===== src/rtl/burst_req_arbiter_pkg.sv =====
// burst_req_arbiter_pkg: shared width derivations and descriptor slice helpers
package burst_req_arbiter_pkg;
  function automatic int port_idx_width(int n);
    return (n > 1) ? $clog2(n) : 1;
  endfunction
  function automatic int desc_width(int len_w, int addr_w);
    return len_w + addr_w;
  endfunction
  function automatic int desc_lsb(int port, int len_w, int addr_w);
    return port * desc_width(len_w, addr_w);
  endfunction
  function automatic int desc_len_lsb(int addr_w);
    return addr_w;
  endfunction
endpackage


===== src/rtl/burst_req_arbiter_if.sv =====
// burst_req_arbiter_if: descriptor, AR, R-completion and order-FIFO signals of the arbiter
interface burst_req_arbiter_if import burst_req_arbiter_pkg::*; #(
  parameter int NumPorts = 2,
  parameter int AddrWidth = 64,
  parameter int BurstLenWidth = 8,
  parameter int MaxOutstanding = 16,
  parameter int PortIdxWidth = port_idx_width(NumPorts),
  parameter int CntWidth = $clog2(MaxOutstanding + 1)
);
  logic [NumPorts*desc_width(BurstLenWidth, AddrWidth)-1:0] req_dout;
  logic [NumPorts-1:0] req_empty_n;
  logic [NumPorts-1:0] req_read;
  logic [AddrWidth-1:0] m_axi_araddr;
  logic [BurstLenWidth-1:0] m_axi_arlen;
  logic m_axi_arvalid;
  logic m_axi_arready;
  logic r_last_fire;
  logic [PortIdxWidth-1:0] order_din;
  logic order_full_n;
  logic order_write;
  logic [CntWidth-1:0] outstanding;
  modport master (
    input req_dout, req_empty_n, m_axi_arready, r_last_fire, order_full_n,
    output req_read, m_axi_araddr, m_axi_arlen, m_axi_arvalid, order_din, order_write, outstanding
  );
  modport slave (
    output req_dout, req_empty_n, m_axi_arready, r_last_fire, order_full_n,
    input req_read, m_axi_araddr, m_axi_arlen, m_axi_arvalid, order_din, order_write, outstanding
  );
endinterface


===== src/rtl/burst_req_arbiter_rr_arbiter.sv =====
// rr_arbiter: combinational round-robin pick, searching cyclically from last+1
module rr_arbiter import burst_req_arbiter_pkg::*; #(
  parameter int N = 2,
  localparam int IW = port_idx_width(N)
) (
  input  logic [N-1:0]  req,
  input  logic          enable,
  input  logic [IW-1:0] last,
  output logic [N-1:0]  grant,
  output logic [IW-1:0] grant_idx,
  output logic          valid
);
  logic [N-1:0] rot;
  logic [IW-1:0] off;
  logic [IW:0] sum;
  always_comb begin
    rot = N'({req, req} >> ({1'b0, last} + (IW+1)'(1)));
    off = '0;
    for (int i = N - 1; i >= 0; i--) off = rot[i] ? IW'(i) : off;
    sum = {1'b0, last} + {1'b0, off} + (IW+1)'(1);
    valid = enable && |req;
    grant_idx = !valid ? '0 : (sum >= (IW+1)'(N)) ? IW'(sum - (IW+1)'(N)) : sum[IW-1:0];
    grant = valid ? N'(1) << grant_idx : '0;
  end
endmodule


===== src/rtl/burst_req_arbiter.sv =====
// burst_req_arbiter: round-robin AR channel sharing with outstanding-burst credit and grant-order log
module burst_req_arbiter import burst_req_arbiter_pkg::*; #(
  parameter int NumPorts = 2,
  parameter int AddrWidth = 64,
  parameter int BurstLenWidth = 8,
  parameter int MaxOutstanding = 16,
  parameter int PortIdxWidth = port_idx_width(NumPorts),
  parameter int CntWidth = $clog2(MaxOutstanding + 1)
) (
  input logic clk,
  input logic rst,
  burst_req_arbiter_if.master bus
);
  localparam int DescWidth = desc_width(BurstLenWidth, AddrWidth);
  logic [DescWidth-1:0] desc [NumPorts];
  logic [DescWidth-1:0] desc_sel;
  logic [PortIdxWidth-1:0] last_grant, grant_idx;
  logic [NumPorts-1:0] grant;
  logic [CntWidth-1:0] cnt;
  logic [AddrWidth-1:0] araddr;
  logic [BurstLenWidth-1:0] arlen;
  logic arvalid, grant_valid, can_issue;
  for (genvar g = 0; g < NumPorts; g++) begin : g_desc
    assign desc[g] = bus.req_dout[desc_lsb(g, BurstLenWidth, AddrWidth) +: DescWidth];
  end
  assign desc_sel = desc[grant_idx];
  // A completing burst frees its credit in the same cycle, so a full counter can still issue.
  assign can_issue = !rst && (!arvalid || bus.m_axi_arready) && bus.order_full_n &&
                     (cnt < CntWidth'(MaxOutstanding) || bus.r_last_fire);
  rr_arbiter #(.N(NumPorts)) u_rr (
    .req(bus.req_empty_n),
    .enable(can_issue),
    .last(last_grant),
    .grant(grant),
    .grant_idx(grant_idx),
    .valid(grant_valid)
  );
  assign bus.req_read = grant;
  assign bus.order_write = grant_valid;
  assign bus.order_din = grant_idx;
  assign bus.m_axi_araddr = araddr;
  assign bus.m_axi_arlen = arlen;
  assign bus.m_axi_arvalid = arvalid;
  assign bus.outstanding = cnt;
  always_ff @(posedge clk) begin
    if (rst) begin
      arvalid <= 1'b0;
      araddr <= '0;
      arlen <= '0;
      cnt <= '0;
      last_grant <= PortIdxWidth'(NumPorts - 1);
    end else begin
      if (grant_valid) begin
        arvalid <= 1'b1;
        araddr <= desc_sel[AddrWidth-1:0];
        arlen <= desc_sel[desc_len_lsb(AddrWidth) +: BurstLenWidth];
        last_grant <= grant_idx;
      end else if (bus.m_axi_arready) begin
        arvalid <= 1'b0;
      end
      if (grant_valid && !bus.r_last_fire) cnt <= cnt + CntWidth'(1);
      else if (!grant_valid && bus.r_last_fire && cnt != '0) cnt <= cnt - CntWidth'(1);
    end
  end
endmodule


===== src/flat_wrapper.sv =====
// flat-port wrapper written by rule: the top's interface ports become plain ports
module burst_req_arbiter_flat import burst_req_arbiter_pkg::*;
#(
  parameter int NumPorts = 2,
  parameter int AddrWidth = 64,
  parameter int BurstLenWidth = 8,
  parameter int MaxOutstanding = 16,
  parameter int PortIdxWidth = port_idx_width(NumPorts),
  parameter int CntWidth = $clog2(MaxOutstanding + 1)
)
  (clk, rst, bus_req_dout, bus_req_empty_n, bus_m_axi_arready, bus_r_last_fire, bus_order_full_n, bus_req_read, bus_m_axi_araddr, bus_m_axi_arlen, bus_m_axi_arvalid, bus_order_din, bus_order_write, bus_outstanding);
  burst_req_arbiter_if #(.NumPorts(NumPorts), .AddrWidth(AddrWidth), .BurstLenWidth(BurstLenWidth), .MaxOutstanding(MaxOutstanding), .PortIdxWidth(PortIdxWidth), .CntWidth(CntWidth)) bus_i ();
  input logic clk;
  input logic rst;
  input wire logic [$bits(bus_i.req_dout)-1:0] bus_req_dout;
  input wire logic [$bits(bus_i.req_empty_n)-1:0] bus_req_empty_n;
  input wire logic [$bits(bus_i.m_axi_arready)-1:0] bus_m_axi_arready;
  input wire logic [$bits(bus_i.r_last_fire)-1:0] bus_r_last_fire;
  input wire logic [$bits(bus_i.order_full_n)-1:0] bus_order_full_n;
  output wire logic [$bits(bus_i.req_read)-1:0] bus_req_read;
  output wire logic [$bits(bus_i.m_axi_araddr)-1:0] bus_m_axi_araddr;
  output wire logic [$bits(bus_i.m_axi_arlen)-1:0] bus_m_axi_arlen;
  output wire logic [$bits(bus_i.m_axi_arvalid)-1:0] bus_m_axi_arvalid;
  output wire logic [$bits(bus_i.order_din)-1:0] bus_order_din;
  output wire logic [$bits(bus_i.order_write)-1:0] bus_order_write;
  output wire logic [$bits(bus_i.outstanding)-1:0] bus_outstanding;
  assign bus_i.req_dout = bus_req_dout;
  assign bus_i.req_empty_n = bus_req_empty_n;
  assign bus_i.m_axi_arready = bus_m_axi_arready;
  assign bus_i.r_last_fire = bus_r_last_fire;
  assign bus_i.order_full_n = bus_order_full_n;
  assign bus_req_read = bus_i.req_read;
  assign bus_m_axi_araddr = bus_i.m_axi_araddr;
  assign bus_m_axi_arlen = bus_i.m_axi_arlen;
  assign bus_m_axi_arvalid = bus_i.m_axi_arvalid;
  assign bus_order_din = bus_i.order_din;
  assign bus_order_write = bus_i.order_write;
  assign bus_outstanding = bus_i.outstanding;
  burst_req_arbiter #(.NumPorts(NumPorts), .AddrWidth(AddrWidth), .BurstLenWidth(BurstLenWidth), .MaxOutstanding(MaxOutstanding), .PortIdxWidth(PortIdxWidth), .CntWidth(CntWidth)) u_core (.clk(clk), .rst(rst), .bus(bus_i));
endmodule

===== config.mk =====
export PLATFORM = sky130hd
export DESIGN_NAME = burst_req_arbiter_flat
export DESIGN_NICKNAME = d
export VERILOG_FILES = /design/src/rtl/burst_req_arbiter_pkg.sv /design/src/rtl/burst_req_arbiter_if.sv /design/src/rtl/burst_req_arbiter_rr_arbiter.sv /design/src/rtl/burst_req_arbiter.sv /design/src/flat_wrapper.sv
export SDC_FILE = /design/constraint.sdc
export NUM_CORES = 1
export LEC_CHECK = 0
export BUFFER_PORTS_ARGS = -buffer_cell sky130_fd_sc_hd__buf_2
export CAP_MARGIN = 20
export CORE_MARGIN = 2
export CORE_UTILIZATION = 40
export DETAILED_ROUTE_END_ITERATION = 8
export GPL_ROUTABILITY_DRIVEN = 0
export PLACE_DENSITY = 0.84
export SLEW_MARGIN = 20
export SYNTH_ARGS = -nofsm -noshare
export SYNTH_HDL_FRONTEND = slang
export SYNTH_SLANG_ARGS = --single-unit

===== constraint.sdc =====
create_clock -name clk -period 2.7 [get_ports clk]
set_input_delay 0.54 -clock clk [delete_from_list [all_inputs] [get_ports clk]]
set_output_delay 0.54 -clock clk [all_outputs]
set_load 0.005 [all_outputs]

==> report_table.html <==
<table>
<tr><th>Metric</th><th>Value</th></tr>
<tr><th colspan="2">Outcome</th></tr>
<tr><td>Result of the run</td><td>finished, final reports clean</td></tr>
<tr><th colspan="2">Power</th></tr>
<tr><td>Power share of the clock group</td><td>about a quarter</td></tr>
<tr><td>Static Leakage</td><td>2.747 nW</td></tr>
<tr><td>Design internal power</td><td>2.252 mW</td></tr>
<tr><td>Part of the total power dissipated in combinational logic</td><td>31.3%</td></tr>
<tr><td>Sw Share</td><td>31.06%</td></tr>
<tr><td>Seq pwr share</td><td>42.5%</td></tr>
<tr><td>Pwr Density</td><td>just over 600 nW/um^2</td></tr>
<tr><td>Sw power</td><td>around 1.0 mW</td></tr>
<tr><td>PnR Total Power</td><td>between 3 and 4 mW</td></tr>
<tr><td>Max rail drop VDD</td><td>0.4476 mV</td></tr>
<tr><th colspan="2">Die</th></tr>
<tr><td>Number of I/O pins</td><td>233</td></tr>
<tr><td>Core footprint</td><td>9639 um^2</td></tr>
<tr><td>Die H</td><td>103.1 um</td></tr>
<tr><td>Row Count</td><td>36</td></tr>
<tr><td>Initial Utilization</td><td>40.75%</td></tr>
<tr><td>Die W</td><td>103.1 um</td></tr>
<tr><td>Area of the die</td><td>10630 um^2</td></tr>
<tr><th colspan="2">Global route</th></tr>
<tr><td>Antenna violations before repair</td><td>0</td></tr>
<tr><td>Overall Global Routing Usage</td><td>18.02%</td></tr>
<tr><td>Number of global-route vias before repair</td><td>3384</td></tr>
<tr><td>Remaining Overflow, GRT</td><td>0</td></tr>
<tr><td>Pin count of the biggest net entering global routing</td><td>slightly above 80</td></tr>
<tr><td>First-pass GRT wire length</td><td>~15000 um</td></tr>
<tr><th colspan="2">Layout</th></tr>
<tr><td>Area of the multi-input gates</td><td>roughly 2100 um^2</td></tr>
<tr><td>Layout cell share with drive strength beyond 1</td><td>between 50 and 60%</td></tr>
<tr><td>Antenna diode count</td><td>0</td></tr>
<tr><td>Area used by sequential logic in the layout</td><td>1582 um^2</td></tr>
<tr><td>Filler cell count</td><td>approximately 900</td></tr>
<tr><td>Post-route cell area</td><td>5348 um^2</td></tr>
<tr><td>Final nets</td><td>around 760</td></tr>
<tr><td>Area added between synthesis and finish</td><td>36.16%</td></tr>
<tr><th colspan="2">Worst setup path</th></tr>
<tr><td>Slowest library cell on the worst path</td><td>sky130_fd_sc_hd__or4_1</td></tr>
<tr><td>Critical path endpoint category</td><td>output pin</td></tr>
<tr><td>Worst flop-to-flop path startpoint</td><td>u_core.bus.m_axi_arvalid$_SDFFE_PP0P_</td></tr>
<tr><td>Most frequent cell on the critical path</td><td>sky130_fd_sc_hd__buf_4</td></tr>
<tr><td>Peak fanout along the critical path</td><td>12</td></tr>
<tr><td>CP startpoint</td><td>rst</td></tr>
<tr><td>Critical Path, Cell by Cell</td><td>buf_4 -&gt; nand2b_1 -&gt; or4_1 -&gt; clkinv_4 -&gt; buf_4 -&gt; and2_1 -&gt; buf_2</td></tr>
<tr><td>Reg2reg path depth</td><td>10</td></tr>
<tr><td>Slowest cell delay on critical path</td><td>600 ps</td></tr>
<tr><td>Required @ worst endpoint</td><td>2160 ps</td></tr>
<tr><td>Worst Setup Path Type</td><td>in -&gt; out</td></tr>
<tr><td>Element type at the critical path start</td><td>primary input</td></tr>
<tr><td>CP Data Arrival Time</td><td>1930 ps</td></tr>
<tr><th colspan="2">Hold path</th></tr>
<tr><td>Worst Min Path Start</td><td>bus_m_axi_arready</td></tr>
<tr><td>Type of the worst min-delay path</td><td>in -&gt; reg</td></tr>
<tr><td>Number of cells on the worst hold path</td><td>4</td></tr>
<tr><th colspan="2">Logic synthesis</th></tr>
<tr><td>Yosys reg bits</td><td>79</td></tr>
<tr><td>Count of warnings emitted by yosys</td><td>0</td></tr>
<tr><td>Post-Syn Instances</td><td>380</td></tr>
<tr><td>Mean area per synthesized cell</td><td>between 10 and 15 um^2</td></tr>
<tr><td>Synth unique cells</td><td>33</td></tr>
<tr><td>Synthesized area</td><td>around 3900 um^2</td></tr>
<tr><td>Proportion of synthesized chip area in sequential cells</td><td>40.27%</td></tr>
<tr><td>Synthesized netlist net count</td><td>between 500 and 600</td></tr>
<tr><th colspan="2">Clock network</th></tr>
<tr><td>Depth of the CTS H-tree</td><td>3</td></tr>
<tr><td>CTS buffer count</td><td>9</td></tr>
<tr><td>Buffers from clock root to sink, at most</td><td>2</td></tr>
<tr><td>Clock-pin transition on the worst setup and hold timing paths</td><td>around 80 ps</td></tr>
<tr><td>Buffer type at the clock tree root</td><td>sky130_fd_sc_hd__clkbuf_8</td></tr>
<tr><td>Number of hold buffers added after CTS</td><td>0</td></tr>
<tr><td>Setup bufs post-CTS</td><td>0</td></tr>
<tr><td>Insertion delay to the later sink of the worst-skew pair</td><td>340 ps</td></tr>
<tr><td>Number of instances resized during post-cts repair</td><td>0</td></tr>
<tr><td>Clock tree from TritonCTS</td><td>yes</td></tr>
<tr><td>Number of sinks handled by clock tree synthesis</td><td>79</td></tr>
<tr><th colspan="2">STA</th></tr>
<tr><td>Portion of the clock cycle consumed by the worst path in the final layout</td><td>91.62%</td></tr>
<tr><td>Transition time at the pin with the least slew margin</td><td>between 600 and 700 ps</td></tr>
<tr><td>Fmax</td><td>a little over 0.4 GHz</td></tr>
<tr><td>Final Setup Violations</td><td>0</td></tr>
<tr><td>Setup TNS</td><td>0 ps</td></tr>
<tr><td>Min Tclk post-route</td><td>2474 ps</td></tr>
<tr><td>Max Slew Vio Count</td><td>0</td></tr>
<tr><td>Slew Limit Headroom</td><td>54.23%</td></tr>
<tr><td>Total count of hold-check failures in the final report</td><td>0</td></tr>
<tr><td>Setup repair after global routing missed its margin</td><td>no</td></tr>
<tr><td>Worst Slack Setup Final</td><td>226.3 ps</td></tr>
<tr><td>Clock Skews</td><td>11.54 ps</td></tr>
<tr><th colspan="2">Run</th></tr>
<tr><td>Max-cap viol count</td><td>0</td></tr>
<tr><th colspan="2">Drt</th></tr>
<tr><td>Drt first pass iters</td><td>4</td></tr>
<tr><td>Number of design rule violations left after detail routing</td><td>0</td></tr>
<tr><td>Routed vias/inst</td><td>4.885</td></tr>
<tr><td>WL/cell</td><td>13.87 um</td></tr>
<tr><td>Total number of vias</td><td>about 3600</td></tr>
<tr><td>Detail Route Antenna Nets</td><td>0</td></tr>
<tr><td>Violation count after the first detailed-route iteration</td><td>52</td></tr>
<tr><td>Post-Route WL</td><td>10250 um</td></tr>
<tr><th colspan="2">Place</th></tr>
<tr><td>Half-perimeter wire length after placement</td><td>7951 um</td></tr>
<tr><td>Post-detailed-placement cell area</td><td>5157 um^2</td></tr>
<tr><td>Port-buffer cells</td><td>roughly 230</td></tr>
<tr><td>Pre-CTS worst setup slack</td><td>-60.29 ps</td></tr>
</table>
==> layout make-up <==
cell class | instances | area share [%]
well taps | 133 | 3.112
clock buffers | 12 | 2.714
inverters | 5 | 0.4445
flip-flops and latches | 79 | 29.57
multi-input cells | 261 | 39.49
clock inverters | 4 | 0.8423
repair buffers | 245 | 23.82
==> cell usage after synthesis <==
cell	number	area share [%]
sky130_fd_sc_hd__nor2_1	80	7.6
sky130_fd_sc_hd__dfxtp_1	79	40
sky130_fd_sc_hd__mux2i_1	73	19
sky130_fd_sc_hd__a211oi_2	50	16
sky130_fd_sc_hd__a211oi_1	22	4.2
sky130_fd_sc_hd__clkbuf_1	14	1.3
sky130_fd_sc_hd__nand2_1	8	0.76
sky130_fd_sc_hd__buf_4	7	1.3
sky130_fd_sc_hd__buf_6	7	2.0
sky130_fd_sc_hd__buf_2	6	0.76
sky130_fd_sc_hd__inv_1	4	0.38
sky130_fd_sc_hd__ha_1	3	0.96
sky130_fd_sc_hd__nor2b_1	3	0.48
sky130_fd_sc_hd__a21o_1	2	0.38
sky130_fd_sc_hd__a21oi_1	2	0.25
sky130_fd_sc_hd__o21ai_0	2	0.25
sky130_fd_sc_hd__xor2_1	2	0.45
sky130_fd_sc_hd__a21boi_4	1	0.48
sky130_fd_sc_hd__a21oi_2	1	0.22
sky130_fd_sc_hd__a31oi_1	1	0.16
sky130_fd_sc_hd__and2_1	1	0.16
sky130_fd_sc_hd__buf_1	1	0.095
sky130_fd_sc_hd__clkinv_4	1	0.22
sky130_fd_sc_hd__fa_1	1	0.51
sky130_fd_sc_hd__maj3_1	1	0.25
sky130_fd_sc_hd__mux2_4	1	0.38
sky130_fd_sc_hd__nand2_2	1	0.16
sky130_fd_sc_hd__nand2b_1	1	0.16
sky130_fd_sc_hd__nand4b_1	1	0.22
sky130_fd_sc_hd__nor3_1	1	0.13
sky130_fd_sc_hd__o32ai_1	1	0.22
sky130_fd_sc_hd__o32ai_2	1	0.41
sky130_fd_sc_hd__or4_1	1	0.19
==> cells by family after synthesis <==
family / Yosys count / share of synthesized area, %
and+or+nand+nor: 97 / 9.908
AOI/OAI and AO/OA: 83 / 22.52
DFF: 79 / 40.27
muxes: 74 / 18.99
buffers and inverters: 40 / 6.148
adders and majority gates: 5 / 1.720
xor gates and xnor gates: 2 / 0.4461
==> cell usage in the layout (no fill, tap or decap), drive strengths merged <==
| master | n |
|---|---|
| and2 | 1 |
| a21boi | 1 |
| mux2 | 1 |
| buf | 245 |
| o21ai | 2 |
| xor2 | 2 |
| a21oi | 3 |
| ha | 3 |
| inv | 4 |
| nor2 | 80 |
| a31oi | 1 |
| o32ai | 2 |
| a21o | 2 |
| clkbuf | 12 |
| bufinv | 1 |
| fa | 1 |
| nor2b | 3 |
| a211oi | 72 |
| nand4b | 1 |
| nand2 | 9 |
| or4 | 1 |
| nand2b | 1 |
| dfxtp | 79 |
| mux2i | 73 |
| maj3 | 1 |
| nor3 | 1 |
| clkinv | 4 |
==> final timing paths <==
| path | end | slack [ps] |
|---|---|---|
| setup reg to reg | u_core.bus.outstanding[4]$_SDFFE_PP0P_ | 340 |
| hold reg to reg | u_core.bus.m_axi_araddr[38]$_SDFFE_PP0P_ | 500 |
| hold / removal | u_core.bus.m_axi_arvalid$_SDFFE_PP0P_ | 490 |
| setup / recovery | bus_req_read[0] | 230 |
==> power groups by stage <==
stage / sequential [mW] / combinational (mW) / clock, mW
4_1_cts: 1.39 / 1.04 / 0.877
2_1_floorplan: 1.42 / 0.663 / 0
3_5_place_dp: 1.42 / 1.03 / 0
6_report: 1.39 / 1.02 / 0.855
5_1_grt: 1.41 / 1.13 / 0.930
3_3_place_gp: 1.41 / 0.984 / 0
==> worst max-delay path: cells and delay by family <==
| kind | cells | cell delay (ps) |
|---|---|---|
| and+or+nand+nor | 3 | 880 |
| buffers and inverters | 4 | 510 |
==> layer usage <==
| metal | GRT usage [%] | routed length (um) | vias up |
|---|---|---|---|
| met2 | 33.52 | 5462 | 131 |
| met4 | 9.818 | 268 | 0 |
| li1 | - | - | 1805 |
| met5 | 0 | 0 | - |
| met1 | 18.81 | 3870 | 1645 |
| met3 | 3.729 | 651 | 29 |
==> state kept, by name, indices dropped and copies added (netlist names) <==
| signal | cells |
|---|---|
| u_core.bus.m_axi_araddr | 64 |
| u_core.bus.m_axi_arlen | 8 |
| u_core.bus.outstanding | 5 |
| u_core.bus.m_axi_arvalid | 1 |
| u_core.last_grant | 1 |
==> metrics by stage <==
| stage | cells | utilization [%] | hold slack [ps] |
|---|---|---|---|
| 6_report | 739 | 55.48 | 493.1 |
| 5_1_grt | 739 | 55.48 | 482.3 |
| 4_1_cts | 739 | 55.48 | 474.6 |
| 3_5_place_dp | 723 | 53.50 | 492.9 |
| 3_3_place_gp | 723 | 53.50 | 483.4 |
| 2_1_floorplan | 380 | - | 483.5 |
Note: power is estimated with default switching activity, not from simulation.
